==> config.mk <==
export PLATFORM = sky130hd
export DESIGN_NAME = mac_pipe
export DESIGN_NICKNAME = d
export VERILOG_FILES = /design/src/rtl/mac_pkg.sv /design/src/rtl/mac_sat_add.sv /design/src/rtl/mac_pipe.sv
export SDC_FILE = /design/constraint.sdc
export NUM_CORES = 1
export LEC_CHECK = 0
export BUFFER_PORTS_ARGS = -buffer_cell sky130_fd_sc_hd__clkbuf_2
export CAP_MARGIN = 25
export CORE_ASPECT_RATIO = 0.8
export CORE_MARGIN = 2
export CORE_UTILIZATION = 30
export CTS_BUF_LIST = sky130_fd_sc_hd__clkbuf_2
export DETAILED_ROUTE_END_ITERATION = 8
export PLACE_DENSITY = 0.58
export SYNTH_ARGS = -nofsm -noshare
export SYNTH_HDL_FRONTEND = slang
export SYNTH_SLANG_ARGS = --single-unit
==> constraint.sdc <==
create_clock -name clk -period 4.5 [get_ports clk]
set_input_delay 0.45 -clock clk [delete_from_list [all_inputs] [get_ports clk]]
set_output_delay 0.45 -clock clk [all_outputs]
set_load 0.03 [all_outputs]
==> src/rtl/mac_pkg.sv <==
// Shared types for the mac_pipe multiply-add / multiply-accumulate datapath.
// The stage data fields are sized per stage inside mac_pipe; only control lives here.
package mac_pkg;

  typedef enum logic {
    MODE_MADD = 1'b0,
    MODE_ACC  = 1'b1
  } mac_mode_e;

  typedef struct packed {
    logic      valid;
    mac_mode_e mode;
    logic      first;
  } mac_stage_ctrl_t;

  // The result must hold a full product plus a full addend without MADD overflow.
  function automatic bit accWidthOk(input int w, input int accW);
    return accW >= 2 * w + 1;
  endfunction

endpackage

==> src/rtl/mac_sat_add.sv <==
// ACC_W-bit unsigned adder with overflow flag and optional clamp to all-ones.
// Purely combinational; mac_pipe uses it in its final stage.
module mac_sat_add #(
  parameter int ACC_W = 20,
  parameter bit SAT   = 1'b1
) (
  input  logic [ACC_W-1:0] a_i,
  input  logic [ACC_W-1:0] b_i,
  output logic [ACC_W-1:0] sum_o,
  output logic             ovf_o
);

  logic [ACC_W:0] wideSum;

  always_comb begin
    wideSum = {1'b0, a_i} + {1'b0, b_i};
    ovf_o   = wideSum[ACC_W];
    sum_o   = (SAT && wideSum[ACC_W]) ? {ACC_W{1'b1}} : wideSum[ACC_W-1:0];
  end

endmodule

==> src/rtl/mac_pipe.sv <==
// Three-stage multiply-add / multiply-accumulate unit with valid/ready flow control.
// S1 captures operands, S2 holds the product, S3 adds and owns the output registers.
module mac_pipe
  import mac_pkg::*;
#(
  parameter int W     = 8,
  parameter int ACC_W = 20,
  parameter bit SAT   = 1'b1
) (
  input  logic             clk,
  input  logic             reset,
  input  logic             in_valid,
  output logic             in_ready,
  input  logic             in_mode,
  input  logic             in_first,
  input  logic [W-1:0]     in_a,
  input  logic [W-1:0]     in_b,
  input  logic [W-1:0]     in_c,
  output logic             out_valid,
  input  logic             out_ready,
  output logic [ACC_W-1:0] out_data,
  output logic             out_ovf
);

  if (!accWidthOk(W, ACC_W)) begin : gBadWidth
    $error("mac_pipe: ACC_W must be at least 2*W+1");
  end

  mac_stage_ctrl_t   s1Ctrl_q;
  logic [W-1:0]      s1A_q;
  logic [W-1:0]      s1B_q;
  logic [W-1:0]      s1C_q;

  mac_stage_ctrl_t   s2Ctrl_q;
  logic [2*W-1:0]    s2Prod_q;
  logic [2*W-1:0]    s2Prod_d;
  logic [W-1:0]      s2C_q;

  logic              outValid_q;
  logic [ACC_W-1:0]  outData_q;
  logic              outOvf_q;
  logic [ACC_W-1:0]  acc_q;

  logic              advance;
  logic [ACC_W-1:0]  addOperand;
  logic [ACC_W-1:0]  addSum;
  logic              addOvf;

  // The whole pipe moves together; a stalled output freezes every stage.
  assign advance  = !outValid_q || out_ready;
  assign in_ready = advance;

  assign s2Prod_d = {{W{1'b0}}, s1A_q} * {{W{1'b0}}, s1B_q};

  // A continuing ACC sample adds to the running sum; everything else adds c.
  assign addOperand = (s2Ctrl_q.mode == MODE_ACC && !s2Ctrl_q.first) ? acc_q
                                                                     : ACC_W'(s2C_q);

  mac_sat_add #(
    .ACC_W (ACC_W),
    .SAT   (SAT)
  ) u_satAdd (
    .a_i   (ACC_W'(s2Prod_q)),
    .b_i   (addOperand),
    .sum_o (addSum),
    .ovf_o (addOvf)
  );

  always_ff @(posedge clk) begin
    if (reset) begin
      s1Ctrl_q   <= '0;
      s1A_q      <= '0;
      s1B_q      <= '0;
      s1C_q      <= '0;
      s2Ctrl_q   <= '0;
      s2Prod_q   <= '0;
      s2C_q      <= '0;
      outValid_q <= 1'b0;
      outData_q  <= '0;
      outOvf_q   <= 1'b0;
      acc_q      <= '0;
    end else if (advance) begin
      s1Ctrl_q   <= '{valid: in_valid, mode: mac_mode_e'(in_mode), first: in_first};
      s1A_q      <= in_a;
      s1B_q      <= in_b;
      s1C_q      <= in_c;
      s2Ctrl_q   <= s1Ctrl_q;
      s2Prod_q   <= s2Prod_d;
      s2C_q      <= s1C_q;
      outValid_q <= s2Ctrl_q.valid;
      if (s2Ctrl_q.valid) begin
        outData_q <= addSum;
        outOvf_q  <= addOvf;
        // The stored sum is the clamped value, so saturation sticks across the chain.
        if (s2Ctrl_q.mode == MODE_ACC) begin
          acc_q <= addSum;
        end
      end
    end
  end

  assign out_valid = outValid_q;
  assign out_data  = outData_q;
  assign out_ovf   = outOvf_q;

endmodule

==> metrics <==
CTS tree built; Placer Congestion 0.842; worst slew pin tran 0.777 ns; drt pass-1 iters 4; vias in the first global route 5405; crit path kind reg -> reg; fin util 35.3%; Slew Viols, Final 0; Reg clk slew, reported paths 0.26 ns; initial drt markers 244; Setup Viol. Count Final 0; I/O pins 53; Root Buffer clkbuf_2; cell mode on critical path fa_1; DRC 0; core box area 21600 µm²; Die ar. 23300 µm²; Final Cycle Share 95.6%; GR Util All Layers 13.9%; Max Freq 0.233 GHz; Cell Area, Synth 6610 µm²; top cells by area, synth dfxtp_1, fa_1, ha_1, nand2_1, and2_1; Layout area overhead 15.5%; worst-path maximum fanout 5; commonest non-fill, non-tap cells in the layout nand2_1, dfxtp_1, a21oi_1; CP peak stage delay 0.54 ns; worst path bufs/invs 3; diode count 0; Die Y 137 µm; Core Rows 48; skew final 0.0350 ns; CP top delay family adder cells; WL/cell 13.2 µm; initial antenna violation count 0; Fin Setup TNS 0 ns; Critical Path AT 4.78 ns; Cell Area, Placed 7180 µm²; post-route insts no fill 1153; CP cell instances buf_4 -> and2_1 -> fa_1 -> fa_1 -> fa_1 -> inv_1 -> fa_1 -> inv_1 -> ha_1 -> o21a_1 -> o21a_1 -> nor2_4 -> o41ai_2 -> or3_1 -> nand3_1 -> a21oi_1; gr ovfl total 0; final total power 1.81 mW; Syn. warnings 0; register area share after synthesis 29.1%; CTS Sinks 96; first-pass GRT wire length 26.3 mm; number of max-cap violations 0; CP max-delay cell fa_1; Inserted Clock Buffers 9; clock buffer depth 2; Synth cell types 60; DPL Wire Length 11.4 mm; H-tree levels 3; Synth Net Count 929; most common cell after layout, fill and taps aside nand2_1; post-synth top area share 29.1%; share of post-route cells with drive strength above 1 14.1%; Synth Flop Type dfxtp_1; Final WS setup 0.200 ns; Post-synth EDFFs 0; Post-synth ARST share 0%; port buffer count 52; status finished clean; pwr dens 237 nW/µm²; #FFs+latches synth 96; critical path startpoint category flip-flop; via-per-instance ratio 4.69; Vias 5409; Final Hold Violating Endpoints 0; peak supply drop 170 µV; Layout Nets 993; placed cell count 1114; R2R setup slack 0.20 ns; clk_lat worst skew 0.60 ns; design area 7640 µm²; Initial Utilization 30.6%; final wirelength 15.2 mm; Min Hold Slack 0.0636 ns; largest net degree at the start of global routing 101; max_slew headroom 48.0%; Synth area leader dfxtp_1; die width 170 µm; ANT nets after route 0; Mapped Cells 810; HP Class in -> reg; min cycle time layout 4.30 ns; CP endpoint kind flip-flop; CP required 4.98 ns; synthesized area per cell 8.16 µm²; DP Worst Slack 0.0761 ns; Leakage Power 3.51 nW
[metal layers]
metal / vias to the layer above / GRT usage [%] / wire length (µm) / share of wire [%]
li1: 2838 / - / - / -
met5: - / 0 / 0 / 0
met1: 2499 / 20.0 / 8040 / 53
met4: 0 / 3.04 / 156 / 1.0
met3: 13 / 2.40 / 330 / 2.2
met2: 59 / 21.7 / 6680 / 44
[path summary, 6_finish.rpt]
check | end | cells after the start | startpoint
setup / recovery | s2Prod_q[14] | 16 | s1B_q[5]
hold / removal | s1B_q[3] | 3 | in_b[3]
setup reg to reg | s2Prod_q[14] | 16 | s1B_q[5]
hold reg to reg | s2C_q[0] | 2 | s2C_q[0]
[power breakdown]
part / internal, mW / total (mW) / switching, mW
clock network: 0.184 / 0.488 / 0.303
registers: 0.897 / 0.930 / 0.0333
logic: 0.162 / 0.388 / 0.227
total: 1.24 / 1.81 / 0.563
[cell families after synthesis]
logic type / synth area share, %
compound gates: 17.0
xor+xnor: 2.38
fa+ha+maj: 21.0
buf+inv: 5.92
flops: 29.1
mux: 0.757
simple gates: 23.9
[sequential cells by signal, summed over array words and instances (netlist names), 3 cells and up]
| name | flops |
|---|---|
| acc_q | 20 |
| out_data | 20 |
| s1A_q | 8 |
| s1B_q | 8 |
| s1C_q | 8 |
| s1Ctrl_q | 3 |
| s2C_q | 8 |
| s2Ctrl_q | 3 |
| s2Prod_q | 16 |
[cell type report]
| type | instances | area, µm² |
|---|---|---|
| clock buffer | 10 | 50.0 |
| clock inverter | 5 | 81.3 |
| fill | 2319 | 14000 |
| inverter | 65 | 244 |
| multi-input combinational | 613 | 4350 |
| sequential | 96 | 1940 |
| tap | 275 | 344 |
| timing repair buffer | 89 | 628 |
[synth_stat cells, types with 6 or more instances]
master and count:
nand2_1 158, dfxtp_1 96, a21oi_1 70, inv_1 64, and2_1 62, nor2_1 57, ha_1 52, fa_1 37
clkbuf_1 29, a211oi_1 22, o21ai_0 16, nor3_1 14, xnor2_1 12, a21o_1 10, o21a_1 9, a311oi_1 7
nand3_1 7, xor2_1 6
[worst min-delay path, delay by kind of cell]
kind            cells  cell delay [ns]
compound gates      1             0.06
buf+inv             1             0.08
simple gates        1             0.07
[timing repair]
action / CTS / global route
hold endpoints to repair: 22 / 0
hold buffers: 22 / 0
setup endpoints to repair: 0 / 6
gates resized for setup: 0 / 23
buffers inserted: 0 / 1
(Power assumes the default switching activity.)
